[src/rtl/misr_pkg.sv]
// Shared types and helpers for the MISR signature analyzer: FSM state encoding,
// default feedback taps and the single-step compaction function.
package misr_pkg;

  typedef enum logic [1:0] {
    ST_IDLE  = 2'd0,
    ST_RUN   = 2'd1,
    ST_CHECK = 2'd2,
    ST_DONE  = 2'd3
  } state_t;

  localparam logic [3:0] DEFAULT_POLY = 4'b1001;

  // One MISR step on a zero-extended word; callers truncate to their width.
  // Bit 0 takes the tap parity, every other bit takes its lower neighbour.
  function automatic logic [31:0] next_sig(input logic [31:0] sig,
                                           input logic [31:0] data,
                                           input logic [31:0] poly);
    return {sig[30:0], ^(sig & poly)} ^ data;
  endfunction

endpackage

[src/rtl/misr_core.sv]
// WIDTH-bit multiple-input signature register with clear, compact,
// serial-shift and hold controls (priority in that order).
module misr_core
  import misr_pkg::*;
#(
  parameter int               WIDTH = 4,
  parameter logic [WIDTH-1:0] POLY  = WIDTH'(DEFAULT_POLY)
) (
  input  logic             clk,
  input  logic             rst,
  input  logic             i_clear,
  input  logic             i_compact,
  input  logic             i_shift,
  input  logic [WIDTH-1:0] i_data,
  input  logic             i_scan_in,
  output logic [WIDTH-1:0] o_sig
);

  logic [WIDTH-1:0] r_sig;
  logic [WIDTH-1:0] w_compacted;

  assign w_compacted = WIDTH'(next_sig(32'(r_sig), 32'(i_data), 32'(POLY)));

  always_ff @(posedge clk or posedge rst) begin
    if (rst) begin
      r_sig <= '0;
    end else if (i_clear) begin
      r_sig <= '0;
    end else if (i_compact) begin
      r_sig <= w_compacted;
    end else if (i_shift) begin
      r_sig <= {r_sig[WIDTH-2:0], i_scan_in};
    end
  end

  assign o_sig = r_sig;

endmodule

[src/rtl/misr_signature_analyzer.sv]
// BIST response compactor: folds N_PATTERNS valid words into a MISR, then
// compares the signature against golden and reports done/pass.
module misr_signature_analyzer
  import misr_pkg::*;
#(
  parameter int               WIDTH      = 4,
  parameter logic [WIDTH-1:0] POLY       = WIDTH'(DEFAULT_POLY),
  parameter int               N_PATTERNS = 15,
  localparam int              CNT_W      = $clog2(N_PATTERNS + 1)
) (
  input  logic             clk,
  input  logic             rst,
  input  logic             start,
  input  logic [WIDTH-1:0] data_in,
  input  logic             data_valid,
  input  logic [WIDTH-1:0] golden,
  input  logic             scan_en,
  input  logic             scan_in,
  output logic             scan_out,
  output logic [WIDTH-1:0] signature,
  output logic             busy,
  output logic             done,
  output logic             pass
);

  localparam logic [CNT_W-1:0] LAST_IDX = CNT_W'(N_PATTERNS - 1);

  state_t           r_state;
  logic [CNT_W-1:0] r_count;
  logic             r_done;
  logic             r_pass;

  logic             w_idle_like;
  logic             w_clear;
  logic             w_compact;
  logic             w_shift;
  logic [WIDTH-1:0] w_sig;

  // The signature is only scan-accessible while no run is in flight.
  assign w_idle_like = (r_state == ST_IDLE) || (r_state == ST_DONE);
  assign w_clear     = w_idle_like && start;
  assign w_compact   = (r_state == ST_RUN) && data_valid;
  assign w_shift     = w_idle_like && !start && scan_en;

  misr_core #(
    .WIDTH (WIDTH),
    .POLY  (POLY)
  ) u_core (
    .clk       (clk),
    .rst       (rst),
    .i_clear   (w_clear),
    .i_compact (w_compact),
    .i_shift   (w_shift),
    .i_data    (data_in),
    .i_scan_in (scan_in),
    .o_sig     (w_sig)
  );

  always_ff @(posedge clk or posedge rst) begin
    if (rst) begin
      r_state <= ST_IDLE;
      r_count <= '0;
      r_done  <= 1'b0;
      r_pass  <= 1'b0;
    end else begin
      case (r_state)
        ST_IDLE: begin
          if (start) begin
            r_count <= '0;
            r_state <= ST_RUN;
          end
        end
        ST_RUN: begin
          if (data_valid) begin
            r_count <= r_count + CNT_W'(1);
            if (r_count == LAST_IDX) begin
              r_state <= ST_CHECK;
            end
          end
        end
        ST_CHECK: begin
          r_pass  <= (w_sig == golden);
          r_done  <= 1'b1;
          r_state <= ST_DONE;
        end
        ST_DONE: begin
          if (start) begin
            r_done  <= 1'b0;
            r_pass  <= 1'b0;
            r_count <= '0;
            r_state <= ST_RUN;
          end
        end
        default: r_state <= ST_IDLE;
      endcase
    end
  end

  assign busy      = (r_state == ST_RUN) || (r_state == ST_CHECK);
  assign done      = r_done;
  assign pass      = r_pass;
  assign signature = w_sig;
  assign scan_out  = w_sig[WIDTH-1];

endmodule

[config.mk]
export PLATFORM = sky130hd
export DESIGN_NAME = misr_signature_analyzer
export DESIGN_NICKNAME = d
export VERILOG_FILES = /design/src/rtl/misr_pkg.sv /design/src/rtl/misr_core.sv /design/src/rtl/misr_signature_analyzer.sv
export SDC_FILE = /design/constraint.sdc
export NUM_CORES = 1
export LEC_CHECK = 0
export BUFFER_PORTS_ARGS = -buffer_cell sky130_fd_sc_hd__buf_2
export CORE_MARGIN = 10
export CORE_UTILIZATION = 50
export DETAILED_ROUTE_END_ITERATION = 6
export GPL_ROUTABILITY_DRIVEN = 0
export PLACE_DENSITY = 0.77
export SKIP_CTS_REPAIR_TIMING = 1
export SYNTH_ARGS = -nofsm -noshare
export SYNTH_HDL_FRONTEND = slang
export SYNTH_SLANG_ARGS = --single-unit
[constraint.sdc]
create_clock -name clk -period 2.25 [get_ports clk]
set_clock_uncertainty 0.05 [all_clocks]
set_input_delay 0.225 -clock clk [delete_from_list [all_inputs] [get_ports clk]]
set_output_delay 0.225 -clock clk [all_outputs]
set_load 0.01 [all_outputs]
==> impl_metrics.prom, run 1 <==
# TYPE chip_impl_metric gauge
chip_impl_metric{name="cts-buffers-inserted",unit=""} 3
chip_impl_metric{name="seq_power_share",unit="%"} 32.0
chip_impl_metric{name="postSynthRegisterBits",unit=""} 12
chip_impl_metric{name="io_port_bufs",unit=""} 21
chip_impl_info{name="path_class",value="flop to primary output"} 1
chip_impl_metric{name="ys_types",unit=""} 33
chip_impl_metric{name="async_flop_share",unit="%"} 100.0
chip_impl_metric{name="syn_inst",unit=""} 81
chip_impl_metric{name="core",unit="um2"} 1524
chip_impl_metric{name="cp_data_arrival_time",unit="ns"} 1.49
chip_impl_metric{name="timing.max_cap.violations",unit=""} 0
chip_impl_metric{name="fp-row-count",unit=""} 14
chip_impl_metric{name="worst_pin_slew",unit="ns"} 0.4530
chip_impl_metric{name="die_y",unit="um"} 60.55
chip_impl_metric{name="netlist_area",unit="um2"} 822.0
chip_impl_info{name="most-common-layout-cells",value="buf_2 (21), dfrtp_1 (12), inv_1 (7), o21ai_0 (7), ha_1 (6)"} 1
chip_impl_metric{name="postLayoutSetupSlackWorst",unit="ns"} 0.4839
chip_impl_metric{name="grt_antenna_before_repair",unit=""} 0
chip_impl_metric{name="dr_pass1_iterations",unit=""} 4
chip_impl_metric{name="ioPinCount",unit=""} 22
chip_impl_metric{name="synth_edf_count",unit=""} 0
chip_impl_metric{name="crit_fanout",unit=""} 11
chip_impl_metric{name="design_area",unit="um2"} 948.4
chip_impl_info{name="critical_path.endpoint_type",value="primary output"} 1
chip_impl_metric{name="total_leakage_power",unit="nW"} 0.4759
chip_impl_metric{name="first_global_vias",unit=""} 652
chip_impl_metric{name="required_time_worst_endpoint",unit="ns"} 1.98
chip_impl_metric{name="share_of_cells_above_drive_strength_1",unit="%"} 27.45
chip_impl_metric{name="max-vdd-ir-drop",unit="mV"} 0.5942
chip_impl_metric{name="nets",unit=""} 124
chip_impl_metric{name="cts_max_level",unit=""} 1
chip_impl_metric{name="internal_power",unit="mW"} 0.6794
chip_impl_metric{name="postSynthAreaPerCell",unit="um2"} 10.15
chip_impl_metric{name="die_x",unit="um"} 60.55
chip_impl_metric{name="synth_seq_area_share",unit="%"} 36.53
chip_impl_info{name="timing.hold.worst.class",value="input pin to flop"} 1
chip_impl_metric{name="flow.area_growth_from_synthesis",unit="%"} 15.37
chip_impl_metric{name="dpl.hpwl",unit="um"} 1331
chip_impl_metric{name="num_vias",unit=""} 658
chip_impl_metric{name="remaining_drc_errors",unit=""} 0
chip_impl_metric{name="grt_start_max_net_pins",unit=""} 13
chip_impl_metric{name="globalRouteOverflowTotal",unit=""} 0
chip_impl_metric{name="post_drt_via_cell_ratio",unit=""} 5.576
chip_impl_metric{name="design_power_total",unit="mW"} 1.192
chip_impl_metric{name="tritoncts_sinks",unit=""} 12
chip_impl_metric{name="max_slew_margin",unit="%"} 69.76
chip_impl_metric{name="drtIter0Drc",unit=""} 8
chip_impl_info{name="status",value="finished, final reports clean"} 1
chip_impl_metric{name="drt.antenna.violating_nets",unit=""} 0
chip_impl_metric{name="report.final.setup_viol",unit=""} 0
chip_impl_metric{name="fillers",unit=""} 141
chip_impl_metric{name="overall_routed_net_length",unit="um"} 1646
chip_impl_metric{name="cts_max_path_buffers",unit=""} 2
chip_impl_metric{name="clk_lat_worst_skew",unit="ns"} 0.27
chip_impl_metric{name="place_area",unit="um2"} 915.9
chip_impl_metric{name="antenna-diode-count",unit=""} 0
chip_impl_metric{name="pwr-share-clk",unit="%"} 10.8
chip_impl_info{name="cts_root_buffer",value="clkbuf_4"} 1
chip_impl_metric{name="power.share.switching",unit="%"} 43.00
chip_impl_metric{name="post_drt_wl_per_cell",unit="um"} 13.95
chip_impl_metric{name="final_hold_viol_count",unit=""} 0
chip_impl_info{name="yosys_most_used_dff",value="dfrtp_1"} 1
chip_impl_metric{name="grt_pass1_wl",unit="um"} 2815
chip_impl_info{name="mostFrequentLayoutCell",value="buf_2"} 1
chip_impl_metric{name="total_switching_power",unit="mW"} 0.5125
chip_impl_metric{name="finalWorstPathRequiredPeriod",unit="ns"} 1.766
chip_impl_metric{name="die-area",unit="um2"} 3666
chip_impl_metric{name="clk_transition_reported_paths",unit="ns"} 0.07
chip_impl_info{name="critical_path.startpoint_type",value="flop"} 1
chip_impl_metric{name="mappedNetlistNets",unit=""} 101
chip_impl_metric{name="setup_tns",unit="ns"} 0
chip_impl_info{name="grt_setup_unrepaired",value="false"} 1
chip_impl_metric{name="count_of_warnings_emitted_by_yosys",unit=""} 0
chip_impl_metric{name="fmaxAchievable",unit="MHz"} 566.2
chip_impl_info{name="tritoncts",value="built"} 1
chip_impl_metric{name="floorplan.initialDensity",unit="%"} 53.94
chip_impl_metric{name="dpl_worst_slack",unit="ns"} 0.5705
chip_impl_metric{name="final_min_period_over_clock_period",unit="%"} 78.49
chip_impl_metric{name="grtUsageTotal",unit="%"} 9.656
chip_impl_metric{name="utilization",unit="%"} 62.23
chip_impl_metric{name="power_per_cell_area",unit="nW/um2"} 1257
chip_impl_metric{name="finalMaxSlewViolations",unit=""} 0
chip_impl_metric{name="share_comb_of_total_power",unit="%"} 57.2
Yosys cell counts (all sizes together), types with 2 or more instances:
| cell | count | area [um2] |
|---|---|---|
| a21oi | 2 | 10.01 |
| a22o | 2 | 18.77 |
| buf | 4 | 31.27 |
| dfrtp | 12 | 300.3 |
| ha | 6 | 75.07 |
| inv | 7 | 26.28 |
| mux2i | 3 | 30.03 |
| nand2 | 6 | 25.03 |
| nand3 | 5 | 30.03 |
| o21ai | 7 | 35.03 |
| o2bb2ai | 5 | 43.79 |
| xnor2 | 4 | 35.03 |
| xor2 | 3 | 26.28 |
stage by stage:
| stage | cells | hold WS (ns) |
|---|---|---|
| 3_5_place_dp | 114 | 0.2079 |
| 3_3_place_gp | 114 | 0.2058 |
| 6_report | 118 | 0.2123 |
| 4_1_cts | 117 | -0.08551 |
| 5_1_grt | 118 | 0.2480 |
| 2_1_floorplan | 81 | 0.03970 |
path summary, 6_finish.rpt:
path                             from               to  slack (ns)  depth (start not counted)
max in group asynchronous         rst  u_core.o_sig[1]        1.40                          3
setup / recovery           r_state[0]             busy        0.48                          4
min in group asynchronous         rst  u_core.o_sig[2]        0.44                          3
setup reg to reg           r_state[0]       r_state[0]        0.54                          5
hold / removal              golden[2]             pass        0.21                          4
hold reg to reg                  done             done        0.42                          2
layout make-up:
type                    count  area (um2)  area share [%]
well taps                  16       20.02           2.111
clock buffers               3       22.52           2.375
flip-flops and latches     12       300.3           31.66
inverters                   7       26.28           2.770
multi-input cells          58       464.2           48.94
repair buffers             22       115.1           12.14
power groups by stage:
stage	logic (mW)	registers, mW	clock network (mW)
final	0.682	0.382	0.128
after global routing	0.771	0.399	0.142
after floorplan	0.552	0.389	0
after global placement	0.675	0.381	0
after CTS	0.689	0.384	0.134
after detailed placement	0.683	0.389	0
sequential cells by signal (all words and copies together) (netlist names):
register	count
pass	1
done	1
u_core.o_sig	4
r_count	4
r_state	2
per-layer routing:
layer / up-vias / track usage (%) / share of wire (%)
met3: 2 / 3.132 / 7.2
li1: 335 / - / -
met4: 0 / 2.821 / 1.5
met2: 18 / 15.00 / 44
met5: - / 0 / 0
met1: 303 / 12.47 / 47
kinds of logic after synthesis:
kind of cell	count (synthesis)	synth area share [%]
AOI/OAI and AO/OA	23	20.70
and+or+nand+nor	18	12.64
DFF	12	36.53
buffers and inverters	11	7.001
xor gates and xnor gates	8	10.35
adders and majority gates	6	9.132
muxes	3	3.653
worst max-delay path, cell delays in order, from the launching register on:
cell     delay [ns]
dfrtp_1        0.40
inv_1          0.08
ha_1           0.47
inv_1          0.11
buf_2          0.16
Power figures use the tool's default switching activity.
==> run 2: changes to the inputs <==
--- a/config.mk
+++ b/config.mk
@@ -5,6 +5,7 @@
 export SDC_FILE = /design/constraint.sdc
 export NUM_CORES = 1
 export LEC_CHECK = 0
+export ABC_AREA = 1
 export BUFFER_PORTS_ARGS = -buffer_cell sky130_fd_sc_hd__buf_2
 export CORE_MARGIN = 10
 export CORE_UTILIZATION = 50
==> constraint.sdc (replaced) <==
create_clock -name clk -period 1.8 [get_ports clk]
set_clock_uncertainty 0.05 [all_clocks]
set_input_delay 0.18 -clock clk [delete_from_list [all_inputs] [get_ports clk]]
set_output_delay 0.18 -clock clk [all_outputs]
set_load 0.01 [all_outputs]
==> run 2 against run 1 <==
Cell count rose by 36%. Register-to-register slack got worse by 0.27 ns. Sequential share of layout area fell by 1.4 points. Worst hold slack got worse by 0.15 ns. Cell area rose by 4.6%. Count of clock-buffer cells in the layout rose by 1. Total power rose by 26%. Wire length rose by 7.2%. Setup slack got worse by 0.34 ns. Critical endpoint unchanged. Utilization rose by 2.1 points. Sequential cell count did not move.
==> impl_metrics.prom, run 2 <==
# TYPE chip_impl_metric gauge
chip_impl_metric{name="worst-r2r-cell-count",unit=""} 6
chip_impl_metric{name="cp_data_arrival_time",unit="ns"} 1.43
chip_impl_metric{name="max_slew_margin",unit="%"} 68.47
chip_impl_metric{name="total_switching_power",unit="mW"} 0.7094
chip_impl_metric{name="ioPinCount",unit=""} 22
chip_impl_metric{name="postLayoutSetupSlackWorst",unit="ns"} 0.1403
chip_impl_metric{name="grt_pass1_wl",unit="um"} 2801
chip_impl_metric{name="report.final.setup_viol",unit=""} 0
chip_impl_metric{name="clk_lat_worst_skew",unit="ns"} 0.27
chip_impl_metric{name="remaining_drc_errors",unit=""} 0
chip_impl_metric{name="share_of_cells_above_drive_strength_1",unit="%"} 22.07
chip_impl_info{name="grt_setup_unrepaired",value="false"} 1
chip_impl_info{name="yosys.cell_count.top_type",value="nand2_1"} 1
chip_impl_metric{name="overall_routed_net_length",unit="um"} 1765
chip_impl_metric{name="dp_cells",unit=""} 156
chip_impl_info{name="path_class",value="flop to primary output"} 1
chip_impl_metric{name="drtIter0Drc",unit=""} 19
chip_impl_metric{name="final_min_period_over_clock_period",unit="%"} 92.20
chip_impl_metric{name="synth_edf_count",unit=""} 0
chip_impl_metric{name="dpl_worst_slack",unit="ns"} 0.2721
chip_impl_info{name="status",value="finished, final reports clean"} 1
chip_impl_metric{name="globalRouteOverflowTotal",unit=""} 0
chip_impl_info{name="worstReg2RegStart",value="r_state[0]"} 1
chip_impl_info{name="critical_path.endpoint_type",value="primary output"} 1
chip_impl_metric{name="die_x",unit="um"} 60.70
chip_impl_metric{name="max-vdd-ir-drop",unit="mV"} 0.9453
chip_impl_info{name="synthTopCellsByCount",value="nand2_1 (44), inv_1 (18), dfrtp_1 (12), nand3_1 (12), o21ai_0 (8)"} 1
chip_impl_info{name="timing.hold.worst.class",value="input pin to flop"} 1
chip_impl_info{name="yosys_most_used_dff",value="dfrtp_1"} 1
chip_impl_info{name="timing.critical_path.to",value="busy"} 1
chip_impl_metric{name="worst_pin_slew",unit="ns"} 0.4724
chip_impl_metric{name="post_drt_via_cell_ratio",unit=""} 4.851
chip_impl_info{name="rr_endpoint",value="r_count[3]"} 1
chip_impl_metric{name="dr_pass1_iterations",unit=""} 4
chip_impl_metric{name="sequential_cell_area",unit="um2"} 300.3
chip_impl_metric{name="postSynthAreaPerCell",unit="um2"} 6.902
chip_impl_metric{name="die-area",unit="um2"} 3684
chip_impl_metric{name="required_time_worst_endpoint",unit="ns"} 1.57
chip_impl_metric{name="io_port_bufs",unit=""} 21
chip_impl_metric{name="multi_input_area",unit="um2"} 445.4
chip_impl_metric{name="fp-row-count",unit=""} 14
chip_impl_metric{name="async_flop_share",unit="%"} 100.0
chip_impl_info{name="mostFrequentLayoutCell",value="nand2_1"} 1
chip_impl_metric{name="seq_power_share",unit="%"} 31.0
chip_impl_metric{name="postSynthRegisterBits",unit=""} 12
chip_impl_info{name="critical_path.startpoint_type",value="flop"} 1
chip_impl_metric{name="power_per_cell_area",unit="nW/um2"} 1515
chip_impl_metric{name="post_drt_wl_per_cell",unit="um"} 10.96
chip_impl_metric{name="tritoncts_sinks",unit=""} 12
chip_impl_metric{name="timing.max_cap.violations",unit=""} 0
chip_impl_info{name="tritoncts",value="built"} 1
chip_impl_metric{name="fmaxAchievable",unit="MHz"} 602.5
chip_impl_metric{name="first_global_vias",unit=""} 658
chip_impl_metric{name="power.share.switching",unit="%"} 47.19
chip_impl_metric{name="count_of_warnings_emitted_by_yosys",unit=""} 0
chip_impl_metric{name="total_leakage_power",unit="nW"} 0.5820
chip_impl_metric{name="pwr-share-clk",unit="%"} 14.2
chip_impl_metric{name="share_comb_of_total_power",unit="%"} 54.8
chip_impl_metric{name="core",unit="um2"} 1541
chip_impl_metric{name="final_hold_viol_count",unit=""} 0
chip_impl_info{name="cts_root_buffer",value="clkbuf_4"} 1
chip_impl_metric{name="floorplan.initialDensity",unit="%"} 53.73
chip_impl_metric{name="syn_inst",unit=""} 120
chip_impl_metric{name="grt_start_max_net_pins",unit=""} 13
chip_impl_metric{name="mappedNetlistNets",unit=""} 140
chip_impl_metric{name="nets",unit=""} 166
chip_impl_metric{name="cts-buffers-inserted",unit=""} 3
chip_impl_metric{name="cts_max_level",unit=""} 1
chip_impl_metric{name="internal_power",unit="mW"} 0.7938
chip_impl_metric{name="num_vias",unit=""} 781
chip_impl_metric{name="fillers",unit=""} 136
chip_impl_metric{name="rrSetupSlack",unit="ns"} 0.27
chip_impl_metric{name="clk_transition_reported_paths",unit="ns"} 0.07
chip_impl_info{name="post_synth_main_area_contributors",value="dfrtp_1 (36%), nand2_1 (20%), ha_1 (9.1%)"} 1
chip_impl_metric{name="crit_fanout",unit=""} 7
chip_impl_metric{name="antenna-diode-count",unit=""} 0
chip_impl_metric{name="yosysTopAreaCellShare",unit="%"} 36.25
chip_impl_metric{name="final_cells",unit=""} 161
chip_impl_metric{name="die_y",unit="um"} 60.70
chip_impl_metric{name="setup_tns",unit="ns"} 0
chip_impl_metric{name="netlist_area",unit="um2"} 828.3
chip_impl_metric{name="finalMaxSlewViolations",unit=""} 0
chip_impl_metric{name="synth_seq_area_share",unit="%"} 36.25
chip_impl_metric{name="dpl.hpwl",unit="um"} 1465
chip_impl_info{name="most-common-layout-cells",value="nand2_1 (44), buf_2 (21), inv_1 (18), nand3_1 (12), dfrtp_1 (12)"} 1
chip_impl_metric{name="drt.antenna.violating_nets",unit=""} 0
chip_impl_metric{name="grtUsageTotal",unit="%"} 9.719
chip_impl_info{name="worstSetupStartpoint",value="r_state[0]"} 1
chip_impl_metric{name="cts_max_path_buffers",unit=""} 2
chip_impl_metric{name="grt_antenna_before_repair",unit=""} 0
chip_impl_metric{name="finalWorstPathRequiredPeriod",unit="ns"} 1.660
chip_impl_metric{name="flow.area_growth_from_synthesis",unit="%"} 19.79
chip_impl_metric{name="ys_types",unit=""} 17
chip_impl_info{name="synth_largest_area_cell",value="dfrtp_1"} 1
run 2: cell count changes in the layout (fill, tap and decap cells not counted), moves of 3 or more:
cell	change
nor2_1	+7
mux2i_1	-3
nand3_1	+8
o2bb2ai_1	-5
nand2_1	+39
xnor2_1	-3
inv_1	+11
run 2: per-stage QoR:
stage	hold WS [ns]	power (mW)	cell area [um2]	util [%]
after global placement	0.1663	1.277	945.9	61.36
after global routing	0.06365	1.664	992.2	64.37
after detailed placement	0.1643	1.304	945.9	61.36
final	0.06653	1.503	992.2	64.37
after floorplan	-0.005301	1.080	828.3	-
after CTS	-0.1339	1.521	982.2	63.72
run 2: cell type report:
cell class	instances	share of cell area (%)
Clock buffer	4	3.657
Multi-Input combinational cell	87	44.89
Tap cell	16	2.018
Inverter	20	7.566
Sequential cell	12	30.26
Timing Repair Buffer	22	11.60
run 2: per-layer routing:
layer  GRT usage, %  vias up  share of wire (%)
met2          14.56       16                 44
met3          4.384        4                8.0
met1          12.26      340                 47
met5              0        -                  0
met4          2.821        0               0.96
li1               -      421                  -
run 2: kinds of logic after synthesis:
logic type / Yosys count / synth area share, %
and+or+nand+nor: 68 / 34.59
AOI/OAI and AO/OA: 11 / 8.006
xor gates and xnor gates: 2 / 2.115
adders and majority gates: 6 / 9.063
buffers and inverters: 21 / 9.970
DFF: 12 / 36.25
run 2: how the worst min path moves through the flow:
stage               start          to  slack [ns]  depth (start not counted)
floorplan             rst        done      -0.005                          1
global placement      rst  r_count[3]        0.17                          2
detailed placement    rst  r_count[3]        0.16                          2
CTS                   rst  r_count[3]       -0.13                          2
global route        start        done        0.06                          2
finish              start        done        0.07                          2
run 2: power groups by stage:
stage | sequential (mW) | combinational [mW] | clock [mW]
finish | 0.465 | 0.824 | 0.214
global route | 0.482 | 0.947 | 0.235
CTS | 0.465 | 0.838 | 0.218
detailed placement | 0.469 | 0.835 | 0
global placement | 0.462 | 0.815 | 0
floorplan | 0.479 | 0.601 | 0
run 2: critical path, cell delays in order (launching register included):
cell and delay, ns:
dfrtp_1 0.42, inv_1 0.06, ha_1 0.42, inv_1 0.11
buf_2 0.15
==> run 3: changes to the inputs <==
--- a/config.mk
+++ b/config.mk
@@ -9,6 +9,7 @@
 export BUFFER_PORTS_ARGS = -buffer_cell sky130_fd_sc_hd__buf_2
 export CORE_MARGIN = 10
 export CORE_UTILIZATION = 50
+export CTS_BUF_LIST = sky130_fd_sc_hd__clkbuf_4
 export DETAILED_ROUTE_END_ITERATION = 6
 export GPL_ROUTABILITY_DRIVEN = 0
 export PLACE_DENSITY = 0.77
==> run 3 against run 2 <==
Worst hold slack got worse by 0.0024 ns. Count of clock-buffer cells in the layout fell by 1. First-iteration DRC count fell by 11%. Total power decreased by 2.9%. Register-to-register slack is essentially flat. Largest cell class unchanged. Clock power shrank 20%. Largest power group unchanged. Die area unchanged.
==> impl_metrics.prom, run 3 (synthesized netlist as in run 2, its figures left out) <==
# TYPE chip_impl_metric gauge
chip_impl_info{name="layer_carrying_the_most_global_route_usage",value="met2"} 1
chip_impl_info{name="critical_path.startpoint_type",value="flop"} 1
chip_impl_metric{name="antenna-diode-count",unit=""} 0
chip_impl_metric{name="grt_start_max_net_pins",unit=""} 13
chip_impl_metric{name="post_drt_wl_per_cell",unit="um"} 10.88
chip_impl_metric{name="total_leakage_power",unit="nW"} 0.5764
chip_impl_metric{name="die-area",unit="um2"} 3684
chip_impl_metric{name="globalRouteMet2Util",unit="%"} 14.26
chip_impl_metric{name="grt_antenna_before_repair",unit=""} 0
chip_impl_metric{name="design_area",unit="um2"} 982.2
chip_impl_metric{name="cts_max_path_buffers",unit=""} 2
chip_impl_info{name="most-common-layout-cells",value="nand2_1 (44), buf_2 (21), inv_1 (18), nand3_1 (12), dfrtp_1 (12)"} 1
chip_impl_metric{name="fmaxAchievable",unit="MHz"} 602.9
chip_impl_metric{name="clk_lat_worst_skew",unit="ns"} 0.27
chip_impl_info{name="critical_path.endpoint_type",value="primary output"} 1
chip_impl_metric{name="report.final.setup_viol",unit=""} 0
chip_impl_info{name="cts_root_buffer",value="clkbuf_4"} 1
chip_impl_metric{name="final_min_period_over_clock_period",unit="%"} 92.15
chip_impl_metric{name="power_per_cell_area",unit="nW/um2"} 1486
chip_impl_metric{name="overall_routed_net_length",unit="um"} 1752
chip_impl_metric{name="finalMaxSlewViolations",unit=""} 0
chip_impl_metric{name="pwr-share-clk",unit="%"} 11.7
chip_impl_metric{name="place_area",unit="um2"} 945.9
chip_impl_metric{name="utilization",unit="%"} 63.72
chip_impl_metric{name="remaining_drc_errors",unit=""} 0
chip_impl_info{name="path_class",value="flop to primary output"} 1
chip_impl_metric{name="finalWorstPathRequiredPeriod",unit="ns"} 1.659
chip_impl_metric{name="worst_pin_slew",unit="ns"} 0.4673
chip_impl_metric{name="setup_tns",unit="ns"} 0
chip_impl_metric{name="internal_power",unit="mW"} 0.7513
chip_impl_info{name="timing.hold.worst.class",value="input pin to flop"} 1
chip_impl_metric{name="drtIter0Drc",unit=""} 17
chip_impl_metric{name="grtUsageTotal",unit="%"} 9.845
chip_impl_metric{name="ioPinCount",unit=""} 22
chip_impl_metric{name="grt_pass1_wl",unit="um"} 2773
chip_impl_metric{name="nets",unit=""} 166
chip_impl_metric{name="die_y",unit="um"} 60.70
chip_impl_metric{name="global_route.usage.met1",unit="%"} 12.14
chip_impl_metric{name="crit_fanout",unit=""} 7
chip_impl_metric{name="grt_use_met3",unit="%"} 4.384
chip_impl_metric{name="share_comb_of_total_power",unit="%"} 56.4
chip_impl_metric{name="clk_transition_reported_paths",unit="ns"} 0.07
chip_impl_info{name="mostFrequentLayoutCell",value="nand2_1"} 1
chip_impl_metric{name="dr_pass1_iterations",unit=""} 4
chip_impl_metric{name="post_drt_via_cell_ratio",unit=""} 4.820
chip_impl_metric{name="final_hold_viol_count",unit=""} 0
chip_impl_metric{name="num_vias",unit=""} 776
chip_impl_metric{name="power.share.switching",unit="%"} 48.51
chip_impl_metric{name="fp-row-count",unit=""} 14
chip_impl_metric{name="cp_data_arrival_time",unit="ns"} 1.43
chip_impl_info{name="status",value="finished, final reports clean"} 1
chip_impl_metric{name="flow.area_growth_from_synthesis",unit="%"} 18.58
chip_impl_metric{name="total_switching_power",unit="mW"} 0.7078
chip_impl_metric{name="timing.max_cap.violations",unit=""} 0
chip_impl_metric{name="share_of_cells_above_drive_strength_1",unit="%"} 21.38
chip_impl_metric{name="tritoncts_sinks",unit=""} 12
chip_impl_metric{name="die_x",unit="um"} 60.70
chip_impl_info{name="grt_setup_unrepaired",value="false"} 1
chip_impl_metric{name="cts-buffers-inserted",unit=""} 3
chip_impl_metric{name="globalRouteOverflowTotal",unit=""} 0
chip_impl_metric{name="seq_power_share",unit="%"} 31.8
chip_impl_info{name="tritoncts",value="built"} 1
chip_impl_metric{name="core",unit="um2"} 1541
chip_impl_metric{name="first_global_vias",unit=""} 654
chip_impl_metric{name="fillers",unit=""} 137
chip_impl_metric{name="dpl.hpwl",unit="um"} 1465
chip_impl_metric{name="max_slew_margin",unit="%"} 68.81
chip_impl_metric{name="io_port_bufs",unit=""} 21
chip_impl_metric{name="drt.antenna.violating_nets",unit=""} 0
chip_impl_metric{name="cts_max_level",unit=""} 1
chip_impl_metric{name="max-vdd-ir-drop",unit="mV"} 0.9293
chip_impl_metric{name="floorplan.initialDensity",unit="%"} 53.73
chip_impl_metric{name="required_time_worst_endpoint",unit="ns"} 1.57
[run 3: changes by cell type in the layout (fill, tap and decap cells not counted)]
cell,change
clkinv_1,+1
clkbuf_8,-1
[run 3: layer usage]
metal  vias up  part of all wire, %
met1       336                   47
met4         0                  1.5
li1        420                    -
met3         4                  8.1
met5         -                    0
met2        16                   44
[run 3: layout make-up]
| type | count | area, um2 | area share, % |
|---|---|---|---|
| sequential | 12 | 300.3 | 30.57 |
| inverter | 20 | 75.07 | 7.643 |
| multi-input combinational | 87 | 445.4 | 45.35 |
| timing repair buffer | 22 | 115.1 | 11.72 |
| clock inverter | 1 | 3.754 | 0.3822 |
| tap | 16 | 20.02 | 2.038 |
| clock buffer | 3 | 22.52 | 2.293 |
[run 3: power groups by stage]
stage	clock, mW	combinational (mW)	sequential [mW]
global route	0.194	0.946	0.481
floorplan	0	0.601	0.479
CTS	0.179	0.838	0.464
finish	0.171	0.823	0.465
detailed placement	0	0.835	0.469
global placement	0	0.815	0.462
[run 3: path summary, 6_finish.rpt]
kind / startpoint / to / slack [ns] / depth (start not counted)
worst max register to register: r_state[0] / u_core.o_sig[2] / 0.28 / 5
worst min-delay path: start / done / 0.06 / 2
max in group asynchronous: rst / u_core.o_sig[2] / 0.98 / 3
worst min register to register: pass / pass / 0.44 / 2
worst max-delay path: r_state[0] / busy / 0.14 / 4
min in group asynchronous: rst / r_count[3] / 0.40 / 3
[run 3: stage by stage]
step | cells | hold slack [ns] | total power, mW | setup WS [ns]
2_1_floorplan | 120 | -0.005301 | 1.080 | 0.4265
3_3_place_gp | 156 | 0.1663 | 1.277 | 0.3369
3_5_place_dp | 156 | 0.1643 | 1.304 | 0.2721
4_1_cts | 160 | -0.1420 | 1.482 | 0.1233
5_1_grt | 161 | 0.06162 | 1.621 | 0.03885
6_report | 161 | 0.06409 | 1.459 | 0.1414
[run 3: critical path, stage by stage, from the launching register on]
cell and delay [ns]:
dfrtp_1 0.42, inv_1 0.06, ha_1 0.42, inv_1 0.11
buf_2 0.15
